===== config.mk =====
export PLATFORM = sky130hd
export DESIGN_NAME = midi_event_sched
export DESIGN_NICKNAME = d
export VERILOG_FILES = /design/src/rtl/midi_event_sched.sv
export SDC_FILE = /design/constraint.sdc
export NUM_CORES = 1
export LEC_CHECK = 0
export ABC_AREA = 1
export CAP_MARGIN = 20
export CORE_UTILIZATION = 60
export CTS_CLUSTER_SIZE = 8
export DETAILED_ROUTE_END_ITERATION = 6
export MAX_ROUTING_LAYER = met4
export PLACE_DENSITY = 0.88
export SYNTH_ARGS = -nofsm -noshare
export SYNTH_HDL_FRONTEND = slang
export SYNTH_SLANG_ARGS = --single-unit

===== constraint.sdc =====
create_clock -name clk -period 2.65 [get_ports clk]
set_input_delay 0.265 -clock clk [delete_from_list [all_inputs] [get_ports clk]]
set_output_delay 0.265 -clock clk [all_outputs]
set_load 0.02 [all_outputs]

===== src/rtl/midi_event_sched.sv =====
// midi_event_sched
// Watches a 10-key keyboard and a program selector and turns every change
// into a MIDI message, one byte at a time, for a UART transmitter.
//
// Parameters:
//   CHANNEL    MIDI channel 0..15, OR-ed into every status byte
//   BASE_NOTE  note number of key bit 0 at zero pitch shift
//   VEL_ON     Note On velocity byte
//   VEL_OFF    Note Off velocity byte
//
// Ports:
//   clk          single clock, all state on its rising edge
//   rst          asynchronous, active-low reset
//   ena          MIDI output enable; low blocks new messages only
//   key[9:0]     current key state, bit i = key i held
//   pitchshift   unsigned shift, 12 = none, offset = pitchshift - 12
//   program_num  requested MIDI program (the word "program" is reserved
//                in SystemVerilog, hence the suffix)
//   tx_data      byte offered to the UART
//   tx_valid     tx_data is valid; held until tx_ready accepts it
//   tx_ready     UART can accept a byte
//   busy         high while a message is in progress
module midi_event_sched #(
    parameter int CHANNEL   = 0,
    parameter int BASE_NOTE = 60,
    parameter int VEL_ON    = 100,
    parameter int VEL_OFF   = 64
) (
    input  logic       clk,
    input  logic       rst,
    input  logic       ena,
    input  logic [9:0] key,
    input  logic [4:0] pitchshift,
    input  logic [6:0] program_num,
    output logic [7:0] tx_data,
    output logic       tx_valid,
    input  logic       tx_ready,
    output logic       busy
);

    localparam logic [7:0] STATUS_PC  = 8'hC0 | 8'(CHANNEL);
    localparam logic [7:0] STATUS_ON  = 8'h90 | 8'(CHANNEL);
    localparam logic [7:0] STATUS_OFF = 8'h80 | 8'(CHANNEL);
    localparam logic [7:0] VEL_ON_B   = 8'(VEL_ON);
    localparam logic [7:0] VEL_OFF_B  = 8'(VEL_OFF);

    typedef enum logic [1:0] {IDLE, STAT, DAT1, DAT2} state_t;

    state_t     state;
    logic [9:0] sent;
    logic [6:0] prog_sent;
    logic [6:0] note_tab [10];

    // Message latched at selection time so that input changes during
    // transmission cannot disturb it.
    logic       lat_is_prog;
    logic [3:0] lat_idx;
    logic       lat_val;
    logic [6:0] lat_note;
    logic [6:0] lat_prog;
    logic [7:0] byte1;
    logic [7:0] byte2;

    logic [9:0] diff;
    logic       any_diff;
    logic [3:0] sel_idx;
    logic [8:0] note_sum;
    logic [6:0] note_new;

    // Lowest-index key whose state differs from what was last transmitted.
    always_comb begin
        diff     = key ^ sent;
        any_diff = |diff;
        sel_idx  = 4'd0;
        for (int i = 9; i >= 0; i--) begin
            if (diff[i]) sel_idx = 4'(i);
        end
    end

    // Note number in 9-bit two's complement; bit 8 set means the sum went
    // negative (the largest positive sum is well below 256).
    always_comb begin
        note_sum = 9'(BASE_NOTE) + {5'b0, sel_idx} + {4'b0, pitchshift} - 9'd12;
        if (note_sum[8])
            note_new = 7'd0;
        else if (note_sum[7])
            note_new = 7'd127;
        else
            note_new = note_sum[6:0];
    end

    // Message sequencer. Outputs are registered; a byte moves on to the
    // next one only when the UART accepts it (tx_valid is high in every
    // non-IDLE state, so tx_ready alone marks a transfer there).
    always_ff @(posedge clk or negedge rst) begin
        if (!rst) begin
            state       <= IDLE;
            tx_valid    <= 1'b0;
            tx_data     <= 8'h00;
            busy        <= 1'b0;
            sent        <= '0;
            prog_sent   <= '0;
            for (int i = 0; i < 10; i++) note_tab[i] <= '0;
            lat_is_prog <= 1'b0;
            lat_idx     <= '0;
            lat_val     <= 1'b0;
            lat_note    <= '0;
            lat_prog    <= '0;
            byte1       <= '0;
            byte2       <= '0;
        end else begin
            case (state)
                IDLE: begin
                    if (ena && ((program_num != prog_sent) || any_diff)) begin
                        state    <= STAT;
                        tx_valid <= 1'b1;
                        busy     <= 1'b1;
                        if (program_num != prog_sent) begin
                            lat_is_prog <= 1'b1;
                            lat_prog    <= program_num;
                            tx_data     <= STATUS_PC;
                            byte1       <= {1'b0, program_num};
                            byte2       <= 8'h00;
                        end else begin
                            lat_is_prog <= 1'b0;
                            lat_idx     <= sel_idx;
                            lat_val     <= key[sel_idx];
                            lat_note    <= note_new;
                            if (key[sel_idx]) begin
                                tx_data <= STATUS_ON;
                                byte1   <= {1'b0, note_new};
                                byte2   <= VEL_ON_B;
                            end else begin
                                // Note Off repeats the note actually sounded,
                                // whatever the pitch shift is now.
                                tx_data <= STATUS_OFF;
                                byte1   <= {1'b0, note_tab[sel_idx]};
                                byte2   <= VEL_OFF_B;
                            end
                        end
                    end
                end
                STAT: begin
                    if (tx_ready) begin
                        tx_data <= byte1;
                        state   <= DAT1;
                    end
                end
                DAT1: begin
                    if (tx_ready) begin
                        if (lat_is_prog) begin
                            state     <= IDLE;
                            tx_valid  <= 1'b0;
                            busy      <= 1'b0;
                            prog_sent <= lat_prog;
                        end else begin
                            tx_data <= byte2;
                            state   <= DAT2;
                        end
                    end
                end
                DAT2: begin
                    if (tx_ready) begin
                        state         <= IDLE;
                        tx_valid      <= 1'b0;
                        busy          <= 1'b0;
                        sent[lat_idx] <= lat_val;
                        if (lat_val) note_tab[lat_idx] <= lat_note;
                    end
                end
                default: state <= IDLE;
            endcase
        end
    end

endmodule


==> impl_metrics.toml, run 1 <==
[status]
outcome = "finished clean"

[synth]
ys_top_cells_by_count = "nand2_1 (206), dfrtp_1 (127), o21ai_0 (105)"
synth-edff-count = 0
synthCells = 784
synth_top_family_by_area = "simple AND/OR/NAND/NOR gates"
synth_flop_cell = "dfrtp_1"
syn-num-nets = 820
ys_types = 45
synth_seq_cells = 127
ys_seq_area_frac = 0.482
syn_area_sq_mm = 0.00660
yosys-top-cells-area = "dfrtp_1 (48%), nand2_1 (12%), o21ai_0 (8.0%)"
ys_async_sr_fraction = 1.00
synth-compound-area-share = 0.125
synth_warnings = 0
synth-xor-area-share = 0.0279
yosys.area.top_type_share = 0.482
synth_area_per_cell_sq_um = 8.41
yosysTopAreaCell = "dfrtp_1"
synth.most_common_cell = "nand2_1"
synth_fa_ha_area_frac = 0.0201
yosys.area_share.simple = 0.249
muxShareOfSynthArea = 0.0119

[placed_design]
hpwlAfterDp_microns = 11100
port_buffers = 35
gp_congestion = 0.932
dp_cells = 939

[die]
core_region_area_sq_mm = 0.0105
start_util = 0.628
die_h_microns = 107
die_area_sq_mm = 0.0114
rows = 37
ioPinCount = 36
die_x_microns = 107

[route]
routed_wl_microns = 17000
vias = 5799
wl_per_cell_microns = 17.5
drt-pass1-iter-count = 5
viasPerCell = 5.98
initialDrtViolationCount = 601
final_antenna_net_count = 0
drc = 0

[clock_network]
clock_path_buffers = 2
cts_buffers = 17
clock-sinks = 127
cts.clk_slew.worst_paths_ns = 0.06
clock_latency_ns = 0.53
clockRootBuffer = "clkbuf_8"
cts_setup_buffers = 0
cts_tree = "done"
htree_levels = 4

[critical_path]
crit_family = "simple AND/OR/NAND/NOR gates"
critPathBufInv = 1
end_kind = "register"
crit_top_cell = "nand2_1"
crit_type = "reg -> reg"
cp_slowest_cell = "fa_1"
worst-path-max-fanout = 2
critPathRequiredTime_ns = 3.07
critPathArrivalTime_ns = 2.93
start_kind = "register"
crit_path_max_incr_delay_ns = 0.41
crit_chain = "xnor2_1, nand2_1, nand2_1, nand2_1, nand2_1, nand2_1, nand2_2, nand2_4, nand2_4, inv_2, ha_1, fa_1, nand3_1, nand2_1, xor2_1, nand2_1, nand2_1, o21bai_1"

[layout]
instances_no_fill = 969
diodes = 0
final_util = 0.723
fin_nets = 859
area_delta_synth_final_pct = 15.2
drive_gt1_frac = 0.112

[hold_path]
hold_class = "in -> async"

[timing]
fmax_mhz = 398
setup_viol = 0
drv_slew = 0
hold_viol = 0
fin_tns_setup_ns = 0
post-route-period-util = 0.949
rsz0062_at_grt = "false"
worst_pin_slew_ns = 0.524
slew_headroom = 0.650
skew_ns = 0.00762
min_period_ns = 2.51

[grt]
grt_usage = 0.336
antenna_found_initial = 0
grt_overflow = 0
grt_pass1_vias = 5775
grt_pass1_wl_microns = 28100
grt_max_degree = 93

[power]
p_per_area_mw_per_mm2 = 880
ir_worst_vdd_mv = 0.724
p_total_w = 0.00669
leakagePower_nw = 3.68

[run]
drv_cap = 0
cells by family (layout without fill, tap and decap cells):
group	Yosys count	after routing
xor+xnor	18	18
flops	127	127
mux	7	7
fa+ha+maj	10	10
simple gates	350	350
buf+inv	127	176
compound gates	145	145
cell usage in the layout (no fill, tap or decap), types with 6 or more instances in the layout:
| cell type | synthesis | routed |
|---|---|---|
| nand2_1 | 206 | 206 |
| dfrtp_1 | 127 | 127 |
| mux2_2 | 7 | 7 |
| o21ai_0 | 105 | 105 |
| or2_2 | 8 | 8 |
| ha_1 | 9 | 9 |
| buf_4 | 4 | 18 |
| nand3_1 | 63 | 63 |
| o211ai_1 | 7 | 7 |
| inv_1 | 85 | 85 |
| clkbuf_16 | 0 | 16 |
| a21oi_1 | 10 | 10 |
| inv_2 | 6 | 6 |
| clkdlybuf4s50_1 | 0 | 34 |
| nor2_1 | 19 | 19 |
| nand3b_1 | 29 | 29 |
| xnor2_1 | 12 | 12 |
per-stage QoR:
step / hold slack [ns] / area (sq um) / setup WS [ns]
finish: 0.234 / 7600 / 0.135
global route: 0.271 / 7600 / 0.00391
CTS: 0.229 / 7590 / 0.157
detailed placement: 0.245 / 7060 / -0.173
global placement: 0.236 / 7060 / -0.0941
floorplan: -0.0306 / 6600 / 0.250
worst paths after layout:
path	from	to	slack [ns]	cells past startpoint
setup reg to reg	sent[7]	byte1[4]	0.14	18
max in group asynchronous	rst	note_tab[41]	1.56	3
min in group clk	program_num[0]	lat_prog[0]	0.41	3
hold reg to reg	note_tab[28]	note_tab[28]	0.48	2
hold / removal	rst	note_tab[61]	0.23	2
setup / recovery	sent[7]	byte1[4]	0.14	18
per-layer routing:
metal  wire (microns)  global-route usage  part of all wire
met1             6710               0.415              0.39
met2             8150               0.518              0.48
met3             1350              0.0650             0.079
met4              788               0.193             0.046
met5                0                   -                 0
registers in the layout (all words and copies together) (netlist names), 4 cells and up:
register and flops:
lat_note 7, prog_sent 7, byte1 7, lat_prog 7, sent 10, tx_data 8, note_tab 70, lat_idx 4
cell type report:
type                    instances  area (sq um)
fillers                       702          2910
multi-input cells             530          2860
inverters                      92           348
well taps                     136           170
repair buffers                 55           517
clock buffers                  23           457
clock inverters                 6          62.6
flip-flops and latches        127          3180
repair_timing:
item                                    in CTS  in global routing
hold buffers                                 1                  0
endpoints found under the setup margin       0                  1
hold endpoints to repair                    35                  0
resized for setup                            0                  1
report_power, final:
group	total [W]	switching, W	internal [W]
Clock	0.00207	0.000802	0.00127
Sequential	0.00252	0.000222	0.00230
Combinational	0.00209	0.00132	0.000771
(Power assumes the default switching activity.)
==> inputs of run 2 (changes only) <==
--- a/config.mk
+++ b/config.mk
@@ -7,6 +7,7 @@
 export LEC_CHECK = 0
 export ABC_AREA = 1
 export CAP_MARGIN = 20
+export CORE_ASPECT_RATIO = 1.1
 export CORE_UTILIZATION = 60
 export CTS_CLUSTER_SIZE = 8
 export DETAILED_ROUTE_END_ITERATION = 6
==> impl_metrics.toml, run 2 (same netlist as run 1, synthesis figures left out) <==
[die]
die_x_microns = 102
core_region_area_sq_mm = 0.0105
start_util = 0.626
die_area_sq_mm = 0.0114
rows = 39
die_h_microns = 112
ioPinCount = 36

[timing]
setup_viol = 0
skew_ns = 0.00476
min_period_ns = 2.43
slew_headroom = 0.570
timing.final.ws_setup_ns = 0.215
hold_viol = 0
post-route-period-util = 0.919
worst_pin_slew_ns = 0.644
drv_slew = 0
fin_tns_setup_ns = 0
fmax_mhz = 411
rsz0062_at_grt = "false"

[grt]
grt_max_degree = 57
antenna_found_initial = 0
grt_overflow = 0
grt_usage = 0.342
grt_pass1_vias = 5722
grt_pass1_wl_microns = 28500

[clock_network]
htree_levels = 4
cts_buffers = 17
cts.clk_slew.worst_paths_ns = 0.06
cts_tree = "done"
clockRootBuffer = "clkbuf_16"
clock_path_buffers = 2
cts_setup_buffers = 0
clock-sinks = 127
clock_latency_ns = 0.42

[route]
routed_wl_microns = 17400
viasPerCell = 5.94
initialDrtViolationCount = 708
vias = 5827
final_antenna_net_count = 0
wl_per_cell_microns = 17.7
drc = 0
drt-pass1-iter-count = 5

[power]
leakagePower_nw = 3.72
p_per_area_mw_per_mm2 = 889
ir_worst_vdd_mv = 0.566

[critical_path]
critPathArrivalTime_ns = 2.77
worst-path-max-fanout = 3
start_kind = "input port"
critPathRequiredTime_ns = 2.99
crit_type = "in -> reg"
end_kind = "register"

[placed_design]
gp_congestion = 0.981
place_ws_ns = -0.169
port_buffers = 35
hpwlAfterDp_microns = 11300

[layout]
layout_common_cells = "nand2_1 (206), dfrtp_1 (127), o21ai_0 (105)"
area_delta_synth_final_pct = 16.2
layout_commonest_cell = "nand2_1"
reg.largest.list = "note_tab: 70 flops, sent: 10 flops, tx_data: 8 flops"
diodes = 0
largest_reg_flops = 70
drive_gt1_frac = 0.123
regMostFlops = "note_tab"
fin_nets = 862
fillCellCount = 702

[status]
outcome = "finished clean"

[hold_path]
hold_class = "in -> async"

[run]
drv_cap = 0
==> run 2: final timing paths <==
kind	depth (start not counted)	startpoint	slack [ns]	endpoint
max in group asynchronous	3	rst	1.47	tx_data[6]
min in group clk	2	tx_data[7]	0.48	tx_data[7]
worst max register to register	13	sent[5]	0.22	byte1[4]
worst min-delay path	2	rst	0.41	note_tab[26]
worst max-delay path	22	key[8]	0.22	byte1[4]
worst min register to register	2	tx_data[7]	0.48	tx_data[7]
==> run 2: final cells by class <==
| cell class | count | area (sq um) | area share |
|---|---|---|---|
| clock inverter | 11 | 92.6 | 0.0121 |
| multi-input combinational | 530 | 2870 | 0.375 |
| timing repair buffer | 58 | 539 | 0.0703 |
| tap | 143 | 179 | 0.0233 |
| sequential | 127 | 3180 | 0.414 |
| inverter | 92 | 348 | 0.0454 |
| clock buffer | 20 | 457 | 0.0596 |
==> run 2: report_power, final <==
group	switching, W	internal (W)
Sequential	0.000225	0.00230
Clock	0.000833	0.00132
Combinational	0.00135	0.000787
==> run 2: worst max-delay path, stage by stage <==
cell	delay [ns]
clkdlybuf4s50_1	0.55
inv_2	0.05
nand2_1	0.09
nand2_1	0.05
nand2_1	0.08
nand2_1	0.05
nand2_1	0.06
nand2_1	0.05
nand2_1	0.06
nand2_1	0.06
nand2_2	0.08
nand2_4	0.06
nand2_4	0.07
inv_2	0.04
ha_1	0.20
fa_2	0.36
nand3_1	0.08
nand2_1	0.08
xor2_1	0.16
nand2_1	0.08
nand2_1	0.05
o21bai_1	0.16
==> run 2: per-stage QoR <==
stage               area, sq um  hold WS (ns)  total power, W  cells  utilization
finish                     7670         0.414         0.00681    981        0.727
global route               7670         0.468         0.00715    981        0.727
CTS                        7650         0.433         0.00677    981        0.726
detailed placement         7090         0.327         0.00459    949        0.673
global placement           7090         0.320         0.00450    949        0.673
floorplan                  6600       -0.0306         0.00393    784            -
==> run 2: timing repair <==
action / 4_1_cts / 5_1_grt
gates resized for setup: 0 / 3
hold endpoints to repair: 47 / 0
hold buffers: 1 / 0
endpoints found under the setup margin: 0 / 2
==> run 2: per-layer routing <==
layer / GRT usage / wire length (microns) / vias up
met5: - / 0 / -
met4: 0.190 / 782 / 0
met3: 0.0885 / 1550 / 73
met2: 0.494 / 8190 / 347
met1: 0.435 / 6850 / 2775
li1: - / - / 2632
